<file path="config.mk">
export PLATFORM = sky130hd
export DESIGN_NAME = logic_rslt_reader
export DESIGN_NICKNAME = d
export VERILOG_FILES = /design/src/rtl/logic_rslt_reader.sv
export SDC_FILE = /design/constraint.sdc
export NUM_CORES = 1
export LEC_CHECK = 0
export BUFFER_PORTS_ARGS = -buffer_cell sky130_fd_sc_hd__buf_2
export CORE_AREA = 5 5 116 118
export DETAILED_ROUTE_END_ITERATION = 6
export DIE_AREA = 0 0 121 123
export GPL_TIMING_DRIVEN = 0
export PLACE_DENSITY_LB_ADDON = 0.12
export SLEW_MARGIN = 10
export SYNTH_ARGS = -nofsm -noshare
export SYNTH_HDL_FRONTEND = slang
export SYNTH_SLANG_ARGS = --single-unit
</file>
<file path="constraint.sdc">
create_clock -name CLK -period 2.07 [get_ports CLK]
set_input_delay 0.207 -clock CLK [delete_from_list [all_inputs] [get_ports CLK]]
set_output_delay 0.207 -clock CLK [all_outputs]
set_load 0.03 [all_outputs]
</file>
<file path="src/rtl/logic_rslt_reader.sv">
// logic_rslt_reader
// Read-side controller for an operator result buffer. It snoops the operator's
// write strobe to track which thread slots hold unread results, holds off each
// CPU operand-fetch port until its slot has been written, issues the buffer
// read, and returns the read word split into a 64-bit value and N/Z/C/V flags.
//
// Ports:
//   CLK, RESET              clock and synchronous active-high reset
//   wren, wraddrs           snoop of the operator's result-buffer writes
//   reqX, addrsX, consumeX  fetch request (held until ackX), slot, clear-on-read
//   ackX                    one-cycle grant pulse
//   rdenX, rdaddrsX         read strobe and slot towards the result buffer
//   rddataX                 buffer read word {C, V, N, Z, result}, one cycle after rdenX
//   dvalidX, resultX, flagsX  returned result, meaningful only while dvalidX is high
//   errX                    wait timeout (always 0 unless RSLT_TIMEOUT_EN)
//
// Build option: define RSLT_TIMEOUT_EN to bound the wait on an unwritten slot
// to TIMEOUT cycles; an expired wait is answered with ackX/errX and a zero result.

module logic_rslt_reader #(
    parameter int ADDRS_WIDTH = 4,
    parameter int DATA_WIDTH  = 68,
    parameter int TIMEOUT     = 255
) (
    input  logic                   CLK,
    input  logic                   RESET,
    input  logic                   wren,
    input  logic [ADDRS_WIDTH-1:0] wraddrs,
    input  logic                   reqA,
    input  logic [ADDRS_WIDTH-1:0] addrsA,
    input  logic                   consumeA,
    output logic                   ackA,
    output logic                   rdenA,
    output logic [ADDRS_WIDTH-1:0] rdaddrsA,
    input  logic [DATA_WIDTH-1:0]  rddataA,
    output logic                   dvalidA,
    output logic [63:0]            resultA,
    output logic [3:0]             flagsA,
    output logic                   errA,
    input  logic                   reqB,
    input  logic [ADDRS_WIDTH-1:0] addrsB,
    input  logic                   consumeB,
    output logic                   ackB,
    output logic                   rdenB,
    output logic [ADDRS_WIDTH-1:0] rdaddrsB,
    input  logic [DATA_WIDTH-1:0]  rddataB,
    output logic                   dvalidB,
    output logic [63:0]            resultB,
    output logic [3:0]             flagsB,
    output logic                   errB
);

    localparam int SLOTS = 2 ** ADDRS_WIDTH;

    typedef enum logic [1:0] {
        IDLE = 2'd0,
        WAIT = 2'd1
`ifdef RSLT_TIMEOUT_EN
        , ERR = 2'd2
`endif
    } portState_t;

    logic [SLOTS-1:0]       slotVld;
    logic [SLOTS-1:0]       setMask;
    logic [SLOTS-1:0]       clrMask;
    logic [1:0]             req;
    logic [1:0]             consume;
    logic [1:0]             grant;
    logic [1:0]             errPulse;
    logic [1:0]             rdValid;
    logic [1:0]             errValid;
    logic [ADDRS_WIDTH-1:0] addrs [2];
    portState_t             state [2];

`ifdef RSLT_TIMEOUT_EN
    localparam int CNT_W = ($clog2(TIMEOUT + 1) > 8) ? $clog2(TIMEOUT + 1) : 8;
    localparam logic [CNT_W-1:0] TIMEOUT_CNT = CNT_W'(TIMEOUT);
    logic [CNT_W-1:0] waitCnt [2];
`endif

    // Index 0 is port A, index 1 is port B, so both ports share one body of logic.
    assign req      = {reqB, reqA};
    assign consume  = {consumeB, consumeA};
    assign addrs[0] = addrsA;
    assign addrs[1] = addrsB;

    // A port is granted in the same cycle it sees its slot valid in the registered
    // scoreboard; a write landing this cycle only becomes visible next cycle, which
    // keeps the buffer's read-after-write ordering without any bypass path.
    always_comb begin
        grant    = '0;
        errPulse = '0;
        for (int p = 0; p < 2; p++) begin
            grant[p] = !RESET && req[p] && slotVld[addrs[p]];
`ifdef RSLT_TIMEOUT_EN
            if (state[p] == ERR) begin
                grant[p]    = 1'b0;
                errPulse[p] = !RESET;
            end
`endif
        end
    end

    // Scoreboard next-state masks: a consuming grant clears its slot, a snooped
    // write sets its slot, and the set is applied last so a fresh result survives
    // a same-cycle consume of the older one.
    always_comb begin
        setMask = '0;
        clrMask = '0;
        if (wren) begin
            setMask[wraddrs] = 1'b1;
        end
        for (int p = 0; p < 2; p++) begin
            if (grant[p] && consume[p]) begin
                clrMask[addrs[p]] = 1'b1;
            end
        end
    end

    // Unread-result scoreboard, one valid bit per thread slot.
    always_ff @(posedge CLK) begin
        if (RESET) begin
            slotVld <= '0;
        end else begin
            slotVld <= (slotVld & ~clrMask) | setMask;
        end
    end

    // Per-port request FSMs plus the registered data-valid strobes. The read data
    // arrives one cycle after rden, so dvalid is simply rden delayed by one cycle.
    always_ff @(posedge CLK) begin
        if (RESET) begin
            for (int p = 0; p < 2; p++) begin
                state[p] <= IDLE;
`ifdef RSLT_TIMEOUT_EN
                waitCnt[p] <= '0;
`endif
            end
            rdValid  <= '0;
            errValid <= '0;
        end else begin
            rdValid  <= grant;
            errValid <= errPulse;
            for (int p = 0; p < 2; p++) begin
                case (state[p])
                    IDLE: begin
                        if (req[p] && !grant[p]) begin
                            state[p] <= WAIT;
`ifdef RSLT_TIMEOUT_EN
                            waitCnt[p] <= '0;
`endif
                        end
                    end
                    WAIT: begin
                        if (!req[p] || grant[p]) begin
                            state[p] <= IDLE;
                        end
`ifdef RSLT_TIMEOUT_EN
                        else if (waitCnt[p] >= TIMEOUT_CNT - CNT_W'(1)) begin
                            state[p]   <= ERR;
                            waitCnt[p] <= TIMEOUT_CNT;
                        end else begin
                            waitCnt[p] <= waitCnt[p] + CNT_W'(1);
                        end
`endif
                    end
`ifdef RSLT_TIMEOUT_EN
                    ERR: begin
                        state[p] <= IDLE;
                    end
`endif
                    default: begin
                        state[p] <= IDLE;
                    end
                endcase
            end
        end
    end

    // Result fields are forced to zero outside a real read so an error response
    // (and idle cycles) present a clean zero value and zero flags.
    assign ackA     = grant[0] | errPulse[0];
    assign rdenA    = grant[0];
    assign rdaddrsA = grant[0] ? addrsA : '0;
    assign dvalidA  = rdValid[0] | errValid[0];
    assign resultA  = rdValid[0] ? rddataA[63:0] : 64'd0;
    assign flagsA   = rdValid[0] ? {rddataA[67:66], rddataA[65:64]} : 4'd0;
    assign errA     = errPulse[0];

    assign ackB     = grant[1] | errPulse[1];
    assign rdenB    = grant[1];
    assign rdaddrsB = grant[1] ? addrsB : '0;
    assign dvalidB  = rdValid[1] | errValid[1];
    assign resultB  = rdValid[1] ? rddataB[63:0] : 64'd0;
    assign flagsB   = rdValid[1] ? {rddataB[67:66], rddataB[65:64]} : 4'd0;
    assign errB     = errPulse[1];

endmodule

</file>
; ---- After elaboration in Yosys (flattened, before gate mapping)
; Index checks and enable logic that the tools add are counted.
[totals]
ff_bits = 18
inputBits = 155
output_inout_bits = 152
wordCells = 41
[op_classes]
n_lt_le_gt_ge = 6
mux = 19
bitwise = 4
n_reduce_logical = 10
[ops]
columns = operator, n
row1 = two-way mux 64 bit, 2
row2 = two-way mux 16 bit, 3
row3 = bitwise OR 16 bit, 2
row4 = AND 16 bit, 1
row5 = two-way mux 4 bit, 4
row6 = NOT 16 bit, 1
row7 = "less-than comparator 4 x 5 -> 1 bit, second input constant", 3
row8 = demux 1 bit (select 4 bit), 3
row9 = ">= comparator 4 x 1 -> 1 bit, second input constant", 3
row10 = logical AND 1 bit, 9
row11 = binary-select mux 1 bit (select 4 bit), 2
row12 = two-way mux 1 bit, 5
row13 = zero test 1 bit, 1

; ---- Depth between registers and ports, before layout
[logic_depth]
word_depth = 10
depth_mapped = 7
mapped_depth_nobuf = 4

; ---- Worst setup path after synthesis
; Ideal clock, no wire load.
[synth_timing]
path_type = input-to-output
start = in addrsA[1]
end = out rdaddrsA[0]
t_arrival_ns = 1.747
t_required_ns = 1.863
path_slack_ns = 0.116
cell_stages = 5
path_buffers = 1
path_cell_list = buf_4 -> mux2i_1 -> a2111oi_2 -> nand3_1 -> a21boi_0
[synth_via]
elab_chain_len = 4
[synth_lines]
columns = item, line_no
row1 = start: declaration, 30  ; input logic [ADDRS_WIDTH-1:0] addrsA,
row2 = binary-select mux 1 bit (select 4 bit), 94  ; grant[p] = !RESET && req[p] && slotVld[addrs[p]];
row3 = two-way mux 1 bit (implied by the code), 94
row4 = logical AND 1 bit, 94
row5 = two-way mux 4 bit, 184  ; assign rdaddrsA = grant[0] ? addrsA : '0;
row6 = end: declaration, 34  ; output logic [ADDRS_WIDTH-1:0] rdaddrsA,
; No other way between the ends. The select of a mux whose other input is x is not followed.

; ---- Worst setup path in the final report
[layout_timing]
start = reg slotVld[14]
end = out rdenB
[layout_via]
elab_chain_len = 3
[layout_lines]
columns = item, line_no
row1 = start: declaration, 63  ; logic [SLOTS-1:0] slotVld;
row2 = start signal: assignment, 125  ; slotVld <= (slotVld & ~clrMask) | setMask;
row3 = binary-select mux 1 bit (select 4 bit), 94
row4 = two-way mux 1 bit (implied by the code), 94
row5 = logical AND 1 bit, 94
row6 = end: declaration, 44  ; output logic rdenB,
; No other way between the ends. The select of a mux whose other input is x is not followed.

==> impl_metrics.env <==
export IMPL_outcome="completed"
export IMPL_worstPathCellList="mux2i_1 > a22o_1 > o32a_2 > inv_1 > buf_4 > buf_2"
export IMPL_pwr_share_comb_pct=45.6
export IMPL_cp_slowest_cell="o32a_2"
export IMPL_die_w_um=121
export IMPL_post_route_period_util_pct=95.5
export IMPL_cts_root_buffer="clkbuf_16"
export IMPL_hold_ws_ps=343
export IMPL_fin_skew_ps=5.02
export IMPL_core_area_um2=12400
export IMPL_synth_cell_types=46
export IMPL_gp_congestion=0.942
export IMPL_dr_pass1_iters=4
export IMPL_drtIter0Drc=188
export IMPL_crit_path_start_kind="flop"
export IMPL_holdCritPathClass="in -> reg"
export IMPL_synth_warnings=0
export IMPL_clock_sinks=18
export IMPL_synth_compound_area_share_pct=13.2
export IMPL_critical_path_class="reg -> out"
export IMPL_async_reset_ff_share_pct=0
export IMPL_hold_buffers=0
export IMPL_num_io_pins=307
export IMPL_antenna_found_initial=0
export IMPL_ant_nets=0
export IMPL_clockBufferDepth=2
export IMPL_leakage_nw=2.42
export IMPL_end_kind="output port"
export IMPL_synth_edf_count=0
export IMPL_cp_required_ps=1860
export IMPL_crit_path_max_incr_delay_ps=380
export IMPL_dieArea_um2=14900
export IMPL_finalNonFillerCells=806
export IMPL_synthXorXnorAreaFrac_pct=0
export IMPL_die_y_um=123
export IMPL_synth_top_family_by_area="simple AND/OR/NAND/NOR gates"
export IMPL_avgSynthCellArea_um2=7.06
export IMPL_relSlewSlack_pct=54.8
export IMPL_grt_pass1_vias=3202
export IMPL_cts_buffers=3
export IMPL_path_max_fanout=5
export IMPL_layout_drive_gt1_share_pct=50.9
export IMPL_cts_tree="done"
export IMPL_synthMuxAreaShare_pct=6.98
export IMPL_rsz0062_at_grt="false"
export IMPL_drc=0
export IMPL_grt_first_pass_wirelength_um=18900
export IMPL_mostFrequentLayoutCell="buf_2"
export IMPL_finalCriticalPeriod_ps=1980
export IMPL_wl_per_cell_um=16.9
export IMPL_ys_seq_elements=18
export IMPL_layout_common_cells="301 x buf_2, 138 x and2_1, 21 x nand2_1"
export IMPL_std_cell_rows=41
export IMPL_num_antenna_cells=0
export IMPL_synth_fa_ha_area_share_pct=0
export IMPL_p_int_mw=0.858
export IMPL_p_sw_mw=0.538
export IMPL_cap_violations=0
export IMPL_grt_max_degree=11
export IMPL_worst_pin_slew_ps=676
export IMPL_synth_cell_area_um2=2330
export IMPL_setup_viol=0
export IMPL_synth_simple_area_share_pct=57.3
export IMPL_initial_core_util_pct=18.9
export IMPL_htree_num_levels=1
export IMPL_tns_ps=0
export IMPL_p_per_area_nw_per_um2=337
export IMPL_finalNetCount=791
export IMPL_clockPowerShare_pct=28.3
export IMPL_dpl_cell_count=802
export IMPL_p_sw_share_pct=38.5
export IMPL_vias_per_cell=4.26
export IMPL_fmax_mhz=506
export IMPL_areaGrowthSynthToFinish_pct=77.8
export IMPL_synth_cells=330
export IMPL_routed_wl_um=13700
export IMPL_slew_viol_final=0
export IMPL_cp_arrival_ps=1770
export IMPL_pwr_share_seq_pct=26.1
export IMPL_grt_ovfl_total=0
export IMPL_io_buffers=299
export IMPL_grt_usage_pct=16.3
export IMPL_clk_latency_ps=250
export IMPL_synthFlopType="dfxtp_1"
export IMPL_dp_hpwl_um=11900
export IMPL_yosysSeqAreaShare_pct=15.5
export IMPL_clk_pin_slew_ps=60
export IMPL_vias=3431
export IMPL_vdd_drop_max_mv=0.307
export IMPL_finalHoldViolCount=0
cells by family after synthesis:
group	Yosys count
AO/OA/AOI/OAI	39
AND/OR/NAND/NOR	222
multiplexers	15
flip-flops	18
other	1
buffers and inverters	35
worst paths after layout:
check,start,to,slack (ps),depth (start not counted)
worst max-delay path,slotVld[14]$_SDFF_PP0_,rdenB,90,6
worst min-delay path,addrsA[3],rdValid[0]$_SDFF_PP0_,340,4
worst max register to register,slotVld[0]$_SDFF_PP0_,slotVld[1]$_SDFF_PP0_,650,5
worst min register to register,slotVld[9]$_SDFF_PP0_,slotVld[9]$_SDFF_PP0_,490,2
routing by layer:
| metal | global-route usage, % | wire (µm) | vias to the layer above |
|---|---|---|---|
| met4 | 4.67 | 369 | 0 |
| met1 | 20.4 | 5600 | 1552 |
| met5 | 0 | 0 | - |
| met2 | 28.3 | 6730 | 138 |
| met3 | 3.39 | 957 | 27 |
| li1 | - | - | 1714 |
Yosys cell counts (2+ instances only):
cell type	n	share of area (%)
a21boi_0	3	0.97
a21oi_1	2	0.43
a22o_1	4	1.5
a32o_1	2	0.86
and2_1	138	37
and3b_1	2	0.75
buf_1	2	0.32
buf_2	3	0.64
buf_4	5	1.6
clkbuf_1	18	2.9
dfxtp_1	18	15
inv_1	6	0.97
mux2i_1	14	6.0
nand2_1	22	3.5
nand2b_1	11	3.0
nand3_1	5	1.1
nand3b_1	2	0.64
nand4_1	2	0.54
nor2_1	11	1.8
nor2b_1	10	2.7
nor2b_2	3	1.1
nor3_1	6	1.3
nor3b_1	3	0.97
nor4bb_1	2	0.86
o211ai_1	6	1.9
o21ai_0	3	0.64
o21ai_1	2	0.43
o22ai_1	4	1.1
o311ai_0	3	1.1
o32ai_1	2	0.75
power by group through the flow:
stage          clock, mW  combinational (mW)  sequential, mW
6_report           0.395               0.636           0.365
5_1_grt            0.423               0.684           0.366
4_1_cts            0.402               0.637           0.364
3_5_place_dp           0               0.633           0.372
3_3_place_gp           0               0.631           0.372
2_1_floorplan          0               0.352           0.372
sequential cells by signal, summed over array words and instances, names as in the netlist:
signal and cells:
rdValid 2, slotVld 16
cell type report:
| cell class | instances | area (µm²) |
|---|---|---|
| timing repair buffer | 300 | 1510 |
| fill | 1356 | 8220 |
| inverter | 6 | 22.5 |
| tap | 172 | 215 |
| sequential | 18 | 360 |
| multi-input combinational | 278 | 1830 |
| buffer | 29 | 140 |
| clock buffer | 3 | 75.1 |
stage by stage:
step           instance area [µm²]  utilization [%]  total power [mW]  setup slack, ps
2_1_floorplan                 2330                -             0.724              116
3_3_place_gp                  4050             32.7              1.00              139
3_5_place_dp                  4050             32.7              1.01              136
4_1_cts                       4130             33.4              1.40             36.9
5_1_grt                       4150             33.5              1.47             9.31
6_report                      4150             33.5              1.40             93.8
critical path, delay by kind of cell, from the launching register on:
| family | cells | cell delay (ps) |
|---|---|---|
| buffers and inverters | 3 | 370 |
| AOI/OAI and AO/OA | 2 | 640 |
| muxes | 1 | 150 |
| DFF | 1 | 360 |
timing repair:
item                                    in CTS  in global routing
gates cloned                                 0                  0
hold endpoints to repair                     0                  0
endpoints found under the setup margin       1                 24
resized for setup                            1                  5
pin swaps                                    0                  1
setup buffers                                0                  1
Power figures use the tool's default switching activity.
